$ cat src/rtl/nv_fifo_ctrl_pkg.sv
// Shared constants and types for the nv_fifo_ctrl 16x256 FIFO controller.
// DEPTH/DW are the default geometry; AW/CNTW size the pointers and counters.
package nv_fifo_ctrl_pkg;

  localparam int unsigned DEPTH = 16;
  localparam int unsigned DW    = 256;
  localparam int unsigned AW    = 4;
  localparam int unsigned CNTW  = 5;

  typedef logic [AW-1:0]   ptr_t;
  typedef logic [CNTW-1:0] cnt_t;

  // Occupancy of the two-stage read pipe
  typedef struct packed {
    logic s1_vld;  // read address latched in RAM
    logic s2_vld;  // read data held in RAM output register
  } rd_pipe_t;

endpackage

$ cat src/rtl/nv_fifo_ctrl_16x256_if.sv
// Handshake and RAM-side bus of the FIFO controller.
// slave : controller view (takes write/read requests and RAM data, drives RAM controls)
// master: environment view (upstream writer, downstream reader and RAM)
interface nv_fifo_ctrl_16x256_if #(
  parameter int unsigned DW = nv_fifo_ctrl_pkg::DW
);
  import nv_fifo_ctrl_pkg::*;

  logic          flush;
  logic          wr_pvld;
  logic          wr_prdy;
  logic          rd_pvld;
  logic          rd_prdy;
  logic [DW-1:0] rd_pd;
  logic          ram_we;
  ptr_t          ram_wa;
  logic          ram_re;
  ptr_t          ram_ra;
  logic          ram_ore;
  logic [DW-1:0] ram_dout;
  cnt_t          fifo_count;

  modport slave (
    input  flush, wr_pvld, rd_prdy, ram_dout,
    output wr_prdy, rd_pvld, rd_pd, ram_we, ram_wa, ram_re, ram_ra, ram_ore, fifo_count
  );

  modport master (
    output flush, wr_pvld, rd_prdy, ram_dout,
    input  wr_prdy, rd_pvld, rd_pd, ram_we, ram_wa, ram_re, ram_ra, ram_ore, fifo_count
  );

endinterface

$ cat src/rtl/nv_fifo_ctrl_rd_pipe.sv
// Read pipe tracker: s1 = address held in RAM, s2 = data held in RAM output register.
// Ports: clk, reset (async active-high), flush, pend_nz (unissued entries exist),
//        rd_prdy; outputs ram_re, ram_ore (combinational enables) and s2_vld.
module nv_fifo_ctrl_rd_pipe
  import nv_fifo_ctrl_pkg::*;
(
  input  logic clk,
  input  logic reset,
  input  logic flush,
  input  logic pend_nz,
  input  logic rd_prdy,
  output logic ram_re,
  output logic ram_ore,
  output logic s2_vld
);

  rd_pipe_t st_q;
  rd_pipe_t st_d;

  // Pipe state register
  always_ff @(posedge clk or posedge reset) begin
    if (reset) begin
      st_q <= '0;
    end else begin
      st_q <= st_d;
    end
  end

  // Enables and next pipe state; a stage advances only when the one ahead frees up
  always_comb begin
    st_d    = st_q;
    ram_ore = st_q.s1_vld && (!st_q.s2_vld || rd_prdy) && !flush;
    ram_re  = pend_nz && (!st_q.s1_vld || ram_ore) && !flush;
    if (flush) begin
      st_d = '0;
    end else begin
      if (ram_re) begin
        st_d.s1_vld = 1'b1;
      end else if (ram_ore) begin
        st_d.s1_vld = 1'b0;
      end
      if (ram_ore) begin
        st_d.s2_vld = 1'b1;
      end else if (st_q.s2_vld && rd_prdy) begin
        st_d.s2_vld = 1'b0;
      end
    end
  end

  assign s2_vld = st_q.s2_vld;

endmodule

$ cat src/rtl/nv_fifo_ctrl_16x256.sv
// FIFO controller for an external 16x256 RAM with registered read address and
// registered output. Tracks write/issue/pop pointers and drives RAM controls.
// Ports: clk, reset (async active-high), io (nv_fifo_ctrl_16x256_if.slave):
//   flush, wr_pvld/wr_prdy, rd_pvld/rd_prdy/rd_pd, ram_we/ram_wa,
//   ram_re/ram_ra, ram_ore, ram_dout, fifo_count.
// Build option: define NV_FIFO_CTRL_COUNT_EN to drive fifo_count with the
// occupancy; otherwise fifo_count is tied to 0.
module nv_fifo_ctrl_16x256 #(
  parameter int unsigned DEPTH = nv_fifo_ctrl_pkg::DEPTH,
  parameter int unsigned DW    = nv_fifo_ctrl_pkg::DW
) (
  input  logic                  clk,
  input  logic                  reset,
  nv_fifo_ctrl_16x256_if.slave  io
);
  import nv_fifo_ctrl_pkg::*;

  ptr_t wptr_q, wptr_d;
  ptr_t iptr_q, iptr_d;
  ptr_t pptr_q, pptr_d;
  cnt_t occ_q, occ_d;
  cnt_t pend_q, pend_d;

  logic wr_prdy_c;
  logic wr_acc_c;
  logic pop_c;
  logic ram_re_c;
  logic ram_ore_c;
  logic s2_vld;

  // Ready depends only on occupancy and flush; reset gate keeps it low while held
  assign wr_prdy_c = !reset && (occ_q != CNTW'(DEPTH)) && !io.flush;
  assign wr_acc_c  = io.wr_pvld && wr_prdy_c;
  assign pop_c     = s2_vld && io.rd_prdy && !io.flush;

  nv_fifo_ctrl_rd_pipe u_rd_pipe (
    .clk     (clk),
    .reset   (reset),
    .flush   (io.flush),
    .pend_nz (pend_q != '0),
    .rd_prdy (io.rd_prdy),
    .ram_re  (ram_re_c),
    .ram_ore (ram_ore_c),
    .s2_vld  (s2_vld)
  );

  // Pointer and counter registers
  always_ff @(posedge clk or posedge reset) begin
    if (reset) begin
      wptr_q <= '0;
      iptr_q <= '0;
      pptr_q <= '0;
      occ_q  <= '0;
      pend_q <= '0;
    end else begin
      wptr_q <= wptr_d;
      iptr_q <= iptr_d;
      pptr_q <= pptr_d;
      occ_q  <= occ_d;
      pend_q <= pend_d;
    end
  end

  // Next pointers/counters; flush wins over any same-cycle write or pop
  always_comb begin
    wptr_d = wptr_q;
    iptr_d = iptr_q;
    pptr_d = pptr_q;
    occ_d  = occ_q;
    pend_d = pend_q;
    if (io.flush) begin
      wptr_d = '0;
      iptr_d = '0;
      pptr_d = '0;
      occ_d  = '0;
      pend_d = '0;
    end else begin
      if (wr_acc_c) wptr_d = wptr_q + ptr_t'(1);
      if (ram_re_c) iptr_d = iptr_q + ptr_t'(1);
      if (pop_c)    pptr_d = pptr_q + ptr_t'(1);
      occ_d  = occ_q  + CNTW'(wr_acc_c) - CNTW'(pop_c);
      pend_d = pend_q + CNTW'(wr_acc_c) - CNTW'(ram_re_c);
    end
  end

  assign io.wr_prdy = wr_prdy_c;
  assign io.ram_we  = wr_acc_c;
  assign io.ram_wa  = wptr_q;
  assign io.ram_re  = ram_re_c;
  assign io.ram_ra  = iptr_q;
  assign io.ram_ore = ram_ore_c;
  assign io.rd_pvld = s2_vld;
  assign io.rd_pd   = DW'(io.ram_dout);

`ifdef NV_FIFO_CTRL_COUNT_EN
  assign io.fifo_count = occ_q;
`else
  assign io.fifo_count = '0;
`endif

endmodule

$ cat src/flat_wrapper.sv
// flat-port wrapper written by rule: the top's interface ports become plain ports
module nv_fifo_ctrl_16x256_flat import nv_fifo_ctrl_pkg::*;
#(
  parameter int unsigned DEPTH = nv_fifo_ctrl_pkg::DEPTH,
  parameter int unsigned DW    = nv_fifo_ctrl_pkg::DW
)
  (clk, reset, io_flush, io_wr_pvld, io_rd_prdy, io_ram_dout, io_wr_prdy, io_rd_pvld, io_rd_pd, io_ram_we, io_ram_wa, io_ram_re, io_ram_ra, io_ram_ore, io_fifo_count);
  nv_fifo_ctrl_16x256_if #(.DW(DW)) io_i ();
  input  logic clk;
  input  logic reset;
  input wire logic [$bits(io_i.flush)-1:0] io_flush;
  input wire logic [$bits(io_i.wr_pvld)-1:0] io_wr_pvld;
  input wire logic [$bits(io_i.rd_prdy)-1:0] io_rd_prdy;
  input wire logic [$bits(io_i.ram_dout)-1:0] io_ram_dout;
  output wire logic [$bits(io_i.wr_prdy)-1:0] io_wr_prdy;
  output wire logic [$bits(io_i.rd_pvld)-1:0] io_rd_pvld;
  output wire logic [$bits(io_i.rd_pd)-1:0] io_rd_pd;
  output wire logic [$bits(io_i.ram_we)-1:0] io_ram_we;
  output wire logic [$bits(io_i.ram_wa)-1:0] io_ram_wa;
  output wire logic [$bits(io_i.ram_re)-1:0] io_ram_re;
  output wire logic [$bits(io_i.ram_ra)-1:0] io_ram_ra;
  output wire logic [$bits(io_i.ram_ore)-1:0] io_ram_ore;
  output wire logic [$bits(io_i.fifo_count)-1:0] io_fifo_count;
  assign io_i.flush = io_flush;
  assign io_i.wr_pvld = io_wr_pvld;
  assign io_i.rd_prdy = io_rd_prdy;
  assign io_i.ram_dout = io_ram_dout;
  assign io_wr_prdy = io_i.wr_prdy;
  assign io_rd_pvld = io_i.rd_pvld;
  assign io_rd_pd = io_i.rd_pd;
  assign io_ram_we = io_i.ram_we;
  assign io_ram_wa = io_i.ram_wa;
  assign io_ram_re = io_i.ram_re;
  assign io_ram_ra = io_i.ram_ra;
  assign io_ram_ore = io_i.ram_ore;
  assign io_fifo_count = io_i.fifo_count;
  nv_fifo_ctrl_16x256 #(.DEPTH(DEPTH), .DW(DW)) u_core (.clk(clk), .reset(reset), .io(io_i));
endmodule
$ cat config.mk
export PLATFORM = sky130hd
export DESIGN_NAME = nv_fifo_ctrl_16x256_flat
export DESIGN_NICKNAME = d
export VERILOG_FILES = /design/src/rtl/nv_fifo_ctrl_pkg.sv /design/src/rtl/nv_fifo_ctrl_16x256_if.sv /design/src/rtl/nv_fifo_ctrl_rd_pipe.sv /design/src/rtl/nv_fifo_ctrl_16x256.sv /design/src/flat_wrapper.sv
export SDC_FILE = /design/constraint.sdc
export NUM_CORES = 1
export LEC_CHECK = 0
export CAP_MARGIN = 20
export CORE_AREA = 3 3 209 211
export CTS_CLUSTER_SIZE = 30
export DETAILED_ROUTE_END_ITERATION = 7
export DIE_AREA = 0 0 212 214
export DONT_BUFFER_PORTS = 1
export GPL_TIMING_DRIVEN = 1
export MAX_ROUTING_LAYER = met4
export PLACE_DENSITY_LB_ADDON = 0.12
export SLEW_MARGIN = 10
export SYNTH_ARGS = -nofsm -noshare
export SYNTH_HDL_FRONTEND = slang
export SYNTH_SLANG_ARGS = --single-unit
$ cat constraint.sdc
create_clock -name clk -period 4 [get_ports clk]
set_input_delay 0.8 -clock clk [delete_from_list [all_inputs] [get_ports clk]]
set_output_delay 0.8 -clock clk [all_outputs]
set_load 0.02 [all_outputs]
-- Word level (Yosys, flattened, before mapping)
Cells that the tools add are included.
- add/subtract/negate cells: 6
- equal/unequal tests: 1
- multiplexer cells: 11
- reductions and logical operators: 20
- operators by type and width (operator ; number):
    4-bit two-way mux ; 4
    5-bit by 1-bit adder with 5-bit output ; 2
    5-bit two-way mux ; 2
    5-bit by 1-bit subtractor with 5-bit output ; 2
    1-bit logical AND ; 9
    4-bit by 1-bit adder with 4-bit output, second input constant ; 2
    3-bit nonzero test ; 2
    5-bit != test, second input constant ; 1
    5-bit nonzero test ; 1
    1-bit zero test ; 4
    1-bit two-way mux ; 4
    2-bit nonzero test ; 2
    1-bit logical OR ; 2
    2-bit two-way mux ; 1
- register bits: 20
- word-level logic and storage cells: 44

-- Depth between registers and ports, before layout
- depth in word-level cells: 9
- mapped depth: 14
- mapped depth without buffers: 14

-- Hierarchy
Synthesis repeated with hierarchy kept, for this count alone.
- cell total of the unflattened synthesis: 383
- area, all modules: 3196.8 um2
- by module, submodules not included (module ; times used ; cells each ; area each (um2) ; sequential area each (um2)):
    nv_fifo_ctrl_16x256 ; 1 ; 373 ; 3085.5 ; 450.4
    nv_fifo_ctrl_rd_pipe ; 1 ; 10 ; 111.4 ; 50.0

-- Least setup slack after synthesis
OpenSTA, ideal clock, no wires.
- kind: input to register
- from: input io_flush
- to: register u_core.occ_q[4]
- library setup time: 123 ps
- arrival time: 2924 ps
- data required time: 3877 ps
- setup slack: 953 ps
- stages: 13
- buffers on the path: 1
- cell sequence: buf_2 -> nor3b_1 -> and2_1 -> inv_1 -> ha_1 -> inv_1 -> ha_1 -> inv_1 -> fa_1 -> nor2b_1 -> o21bai_1 -> a21oi_1 -> nor3b_1
- cells in the longest elaborated chain, start to end: 6
- ends and longest elaborated chain (element ; RTL line ; RTL):
    start, declared ; flat_wrapper.sv:11 ; input wire logic [$bits(io_i.flush)-1:0] io_flush;
    1-bit zero test ; nv_fifo_ctrl_16x256.sv:32 ; assign wr_prdy_c = !reset && (occ_q != CNTW'(DEPTH)) && !io.flush;
    1-bit logical AND ; nv_fifo_ctrl_16x256.sv:32 ;
    1-bit logical AND ; nv_fifo_ctrl_16x256.sv:33 ; assign wr_acc_c = io.wr_pvld && wr_prdy_c;
    via io_ram_we ; flat_wrapper.sv:18 ; output wire logic [$bits(io_i.ram_we)-1:0] io_ram_we;
    5-bit by 1-bit adder with 5-bit output ; nv_fifo_ctrl_16x256.sv:81 ; occ_d = occ_q + CNTW'(wr_acc_c) - CNTW'(pop_c);
    5-bit by 1-bit subtractor with 5-bit output ; nv_fifo_ctrl_16x256.sv:81 ;
    5-bit two-way mux ; nv_fifo_ctrl_16x256.sv:71 ; if (io.flush) begin
    via u_core.occ_d[4] ; nv_fifo_ctrl_16x256.sv:21 ; cnt_t occ_q, occ_d;
    end signal, assigned ; nv_fifo_ctrl_16x256.sv:53 ; occ_q <= '0;
    end signal, assigned ; nv_fifo_ctrl_16x256.sv:59 ; occ_q <= occ_d;
    end, declared ; nv_fifo_ctrl_16x256.sv:21 ;
The timed path passes the listed nets, and every way through them passes these cells.
A chain may end at the register's enable or synchronous reset.

-- Worst setup path after layout
- from: register u_core.u_rd_pipe.st_q (netlist bit u_core.u_rd_pipe.s2_vld)
- to: register u_core.pend_q[4]
- cells in the longest elaborated chain, start to end: 9
- ends and longest elaborated chain (element ; RTL line ; RTL):
    start, declared ; nv_fifo_ctrl_rd_pipe.sv:17 ; rd_pipe_t st_q;
    start signal, assigned ; nv_fifo_ctrl_rd_pipe.sv:25 ; st_q <= st_d;
    1-bit zero test ; nv_fifo_ctrl_rd_pipe.sv:32 ; ram_ore = st_q.s1_vld && (!st_q.s2_vld || rd_prdy) && !flush;
    1-bit logical OR ; nv_fifo_ctrl_rd_pipe.sv:32 ;
    1-bit logical AND (2 in series) ; nv_fifo_ctrl_rd_pipe.sv:32 ;
    1-bit logical OR ; nv_fifo_ctrl_rd_pipe.sv:33 ; ram_re = pend_nz && (!st_q.s1_vld || ram_ore) && !flush;
    1-bit logical AND (2 in series) ; nv_fifo_ctrl_rd_pipe.sv:33 ;
    via io_ram_re ; flat_wrapper.sv:20 ; output wire logic [$bits(io_i.ram_re)-1:0] io_ram_re;
    5-bit by 1-bit subtractor with 5-bit output ; nv_fifo_ctrl_16x256.sv:82 ; pend_d = pend_q + CNTW'(wr_acc_c) - CNTW'(ram_re_c);
    5-bit two-way mux ; nv_fifo_ctrl_16x256.sv:71 ;
    via u_core.pend_d[4] ; nv_fifo_ctrl_16x256.sv:22 ; cnt_t pend_q, pend_d;
    end signal, assigned ; nv_fifo_ctrl_16x256.sv:60 ; pend_q <= pend_d;
    end, declared ; nv_fifo_ctrl_16x256.sv:22 ;
The timed path passes the listed nets, and every way through them passes these cells.

==> metrics <==
area of the core 41900 um2; Die Ht 214 um; dominant cell by count in the synthesized netlist buf_4; post-synth design cell area 3210 um2; gr usage total 0.0355; highest-delay cell along the critical path dfrtp_1; critical path type flip-flop to flip-flop; async set or reset register ratio after synthesis 1.00; cts bufs inserted 3; Hold-fix buffers, CTS 0; clock tree from TritonCTS done; die area 45400 um2; detailed-route DRC error count 0; clock insertion delay at the later pin of the skew report 0.26 ns; reg-to-reg critical path startpoint u_core.u_rd_pipe.s2_vld$_DFFE_PP0P_; Post-layout nets around 410; H-tree depth 1; Tcrit/Tclk final 0.775; Final Skew between 0.005 and 0.006 ns; placement-stage cell area 1930 um2; total number of vias 1269; unrepaired setup endpoints after global routing no; cell type contributing the most total cell area after synthesis buf_4; tightest hold margin about 0.37 ns; Post-synth top flop dfrtp_1; largest net degree at the start of global routing 30; Final Routed Wirelength 8.30 mm; Cells after Synth 386; summed area of non-filler cells in the final layout 2050 um2; worst-case headroom to the max-slew limit 0.520; Hold/Removal Path Class input pin to asynchronous set/reset pin; number of enable flip-flop cells after synthesis 0; post_cts resized 0; Total Power 0.953 mW; share of final-layout standard cells stronger than drive strength 1 0.0763; flop and latch count out of synthesis 20; Placer Congestion 0.652; Clk Tree Root Cell clkbuf_16; first element of the critical path u_core.u_rd_pipe.s2_vld$_DFFE_PP0P_; area growth from synthesis to layout -36.3%; status finished clean; count of max-cap constraint violations 0; boundary pin count 535; peak per-stage delay on the critical path approximately 0.47 ns; Clock Pin Slew Worst Setup and Hold Paths 0.07 ns; post-detailed-route count of antenna-violating nets 0; Final setup violation count 0; number of global-route vias before repair 1323; post-CTS setup repair buffer count 0; number of antenna violations at the first check in global routing 0; critical path cell sequence nor2b_1 -> o21a_4 -> nor2b_4 -> nor2b_1 -> ha_1 -> inv_1 -> ha_1 -> inv_1 -> fa_1 -> nor2b_1 -> o21bai_1 -> nand3_1 -> nor3b_1; cell occurring most often along the worst timing path nor2b_1; Worst Setup End Kind flip-flop; routed length per instance about 12 um; transition time at the pin with the least slew margin between 0.7 and 0.8 ns; Finished Layout Cells 670; via/cell ratio 1.89; power density over the cells 466 nW/um2; Worst IR Drop VDD 0.000136 V; Post-Synthesis Mean Instance Area 8.32 um2; main area contributors after synthesis buf_4 (61%), dfrtp_1 (16%), ha_1 (5.5%); element type at the critical path start flip-flop; Commonest cells post-synth buf_4 (261), dfrtp_1 (20), inv_1 (16); Inserted Diodes 0; leakage roughly 0.7 nW; fraction of synthesized cell area taken by the top area cell type 0.610; synth warn 0; Setup TNS 0 ns; router iterations before antenna repair 4; global-route wire length before repair 10.5 mm; time the final worst path needs with I/O delays and setup roughly 3.1 ns; standard-cell row count 75; largest buffer count on any clock path 2; final-report max-slew violation count 0; sequential-to-total area share from yosys stat 0.156; Required @ worst endpoint 4.18 ns; clock net sink count 20; Initial Util 0.0766; count of final hold-check violations 0; count of input and output buffers 0; Post-DP HPWL between 6 and 7 mm; instance count after placement with tap cells included 665; number of different library cells in the post-synthesis netlist 33; initial drt markers 23; crit path DAT 3.28 ns; Die W between 200 and 250 um; largest fanout on the critical path 4; upper clock frequency limit between 0.3 and 0.4 GHz; overflow left after global routing 0
[cells in the final DEF (no fill, tap or decap), types with 2 or more instances in the layout]
cell,instances
inv_1,16
o21bai_1,2
mux2_4,2
nand3_1,3
dfrtp_1,20
a21o_1,2
nor3_1,2
ha_1,14
nor2_1,11
nand2_1,3
a21oi_1,7
nand2b_1,3
nor3b_1,5
fa_1,2
nor2b_1,10
nand4_1,2
mux2i_1,2
xnor2_1,2
conb_1,5
xor2_1,3
clkbuf_16,3
[metal layers]
metal  track usage  up-vias  routed length (um)  part of all wire
met5             -        -                   0                 0
met4        0.0565        0                1260              0.15
met3        0.0286      138                1700              0.20
met2        0.0441      205                3360              0.40
met1        0.0241      510                1980              0.24
li1              -      416                   -                 -
[where the power goes]
part	internal, mW	switching (mW)
clock network	0.153	0.0892
registers	0.255	0.0763
logic	0.189	0.190
total	0.597	0.356
[kinds of logic (layout without fill, tap and decap cells)]
logic type / Yosys count / count (layout) / share of synthesized area
buffers and inverters: 280 / 21 / 0.633
and+or+nand+nor: 46 / 46 / 0.0861
DFF: 20 / 20 / 0.156
adders and majority gates: 16 / 16 / 0.0670
AOI/OAI and AO/OA: 14 / 14 / 0.0280
xor gates and xnor gates: 5 / 5 / 0.0136
muxes: 4 / 4 / 0.0156
other: 1 / 5 / 0.00117
[path summary, 6_finish.rpt]
check	to	slack (ns)	cells after the start
setup / recovery	u_core.pend_q[4]$_DFF_PP0_	0.90	13
hold / removal	u_core.io.ram_wa[3]$_DFFE_PP0P_	0.37	1
setup reg to reg	u_core.pend_q[4]$_DFF_PP0_	0.90	13
hold reg to reg	u_core.u_rd_pipe.s2_vld$_DFFE_PP0P_	0.59	2
max in group asynchronous	u_core.occ_q[0]$_DFF_PP0_	3.24	2
min in group clk	u_core.u_rd_pipe.s2_vld$_DFFE_PP0P_	0.59	2
[registers in the layout, summed over array words and instances (netlist names)]
register	flops
u_core.pend_q	5
u_core.occ_q	5
u_core.u_rd_pipe.st_q	1
u_core.io.ram_wa	4
u_core.u_rd_pipe.s2_vld	1
u_core.io.ram_ra	4
[per-stage QoR]
step	util	setup WS [ns]
floorplan	-	0.953
global placement	0.0460	0.707
detailed placement	0.0460	0.678
CTS	0.0481	0.850
global route	0.0488	0.683
finish	0.0488	0.900
[cell type report]
type | instances | area (um2)
clock buffers | 4 | 88.8
fillers | 4894 | 39900
inverters | 16 | 60.1
multi-input cells | 90 | 694
flip-flops and latches | 20 | 500
well taps | 539 | 674
repair buffers | 1 | 27.5
[worst max-delay path: cells and delay by family (launching register included)]
kind	cells	cell delay, ns
AO/OA/AOI/OAI	2	0.33
adder cells (fa/ha/maj)	3	0.85
buffers and inverters	2	0.11
flip-flops	1	0.47
AND/OR/NAND/NOR	6	1.26
Power figures use the tool's default switching activity.
==> RTL change, RTL diff (same flow settings) <==
`CNTW`: 5 -> 10.
--- a/src/rtl/nv_fifo_ctrl_pkg.sv
+++ b/src/rtl/nv_fifo_ctrl_pkg.sv
@@ -6,5 +6,5 @@
   localparam int unsigned DW    = 256;
   localparam int unsigned AW    = 4;
-  localparam int unsigned CNTW  = 5;
+  localparam int unsigned CNTW  = 10;
 
   typedef logic [AW-1:0]   ptr_t;
Ports: changed (resized io_fifo_count); port bits go from 535 to 540. No check against the original RTL was run, so the function may have changed too.
==> RTL change against the original RTL <==
Sequential cell count up 10; design area is 46% higher; synthesized cell count increased by 26%; wire length rose by 34%; synthesized area increased by 26%; largest cell class unchanged; maximum frequency is 8.2% lower; total power increased by 130%; highest routed layer unchanged; non-clock buffer count rose by 3; worst setup slack worse by 280 ps; global-route usage increased by 1.3 points; combinational power rose to 3.1 times the old value.
==> RTL change: results (changes against the original RTL) <==
| Metric | Value |
|---|---|
| Worst reg-to-reg setup slack | 620 ps (-280 ps) |
| Synth cell types | 35 (+6.1%) |
| Worst VDD drop | 0.000196 V (+44%) |
| Max stage delay cell, worst path | or3_1 |
| Clk_lat worst skew | 280 ps (+20 ps) |
| Leak | 1.15 nW (+68%) |
| CP Data Arrival Time | 3550 ps (+270 ps) |
| Leading post-synthesis cells by cell area | buf_4 (49%), dfrtp_1 (19%), ha_1 (9.0%), nor2_1 (3.2%), inv_1 (2.6%) |
| DP Cell Count | 769 (+16%) |
| DP Wirelength | 8830 um (+32%) |
| Gpl congestion | 0.627 (-3.8%) |
| Post-Synth Adder-Cell Area | 9.95% (+3.2 points) |
| Status | complete, no violations |
| Sequential share of the synthesized area | 18.5% (+3.0 points) |
| Metal-1 WL | 3070 um (+55%) |
| Synthesized area per cell | 8.32 um^2 (about the same) |
| FILL cells | 4852 (-0.86%) |
| Nets | 529 (+29%) |
| Setup crit start | u_core.pend_q[7] |
| M3 GR Usage | 4.19% (+1.3 points) |
| Wire length on met2 | 4800 um (+43%) |
| DR WL/cell | 14.3 um (+15%) |
| CTS H-tree lvls | 2 (+1) |
| Post-Synth XOR/XNOR Area | 3.89% (+2.5 points) |
| Biggest registers after layout | u_core.occ_q x10, u_core.pend_q x10 |
| Pre-CTS WS | 439 ps (-239 ps) |
| Crit Path Max Fanout | 5 (+1) |
RTL change: changes by cell type after synthesis, sizes merged, moves of 3 or more:
cell    before  now
a21oi        7   13
clkbuf       0    4
dfrtp       20   30
ha          14   29
inv         16   28
nand2b       3    0
nand3        3    7
nor2        11   34
nor3b        5    2
o21ai        2    5
or3          1    5
xnor2        2    9
xor2         3    9
RTL change: power groups by stage:
stage	registers (mW)	logic, mW	clock network (mW)
2_1_floorplan	0.461	1.33	0
3_3_place_gp	0.483	1.22	0
3_5_place_dp	0.484	1.19	0
4_1_cts	0.479	1.19	0.554
5_1_grt	0.490	1.34	0.568
6_report	0.476	1.16	0.532
RTL change: layout make-up:
type | count | share of cell area (%)
inverters | 28 | 3.65
flip-flops and latches | 30 | 25.2
well taps | 539 | 22.6
multi-input cells | 168 | 40.8
clock buffers | 6 | 4.66
clock inverters | 2 | 2.02
repair buffers | 4 | 1.01
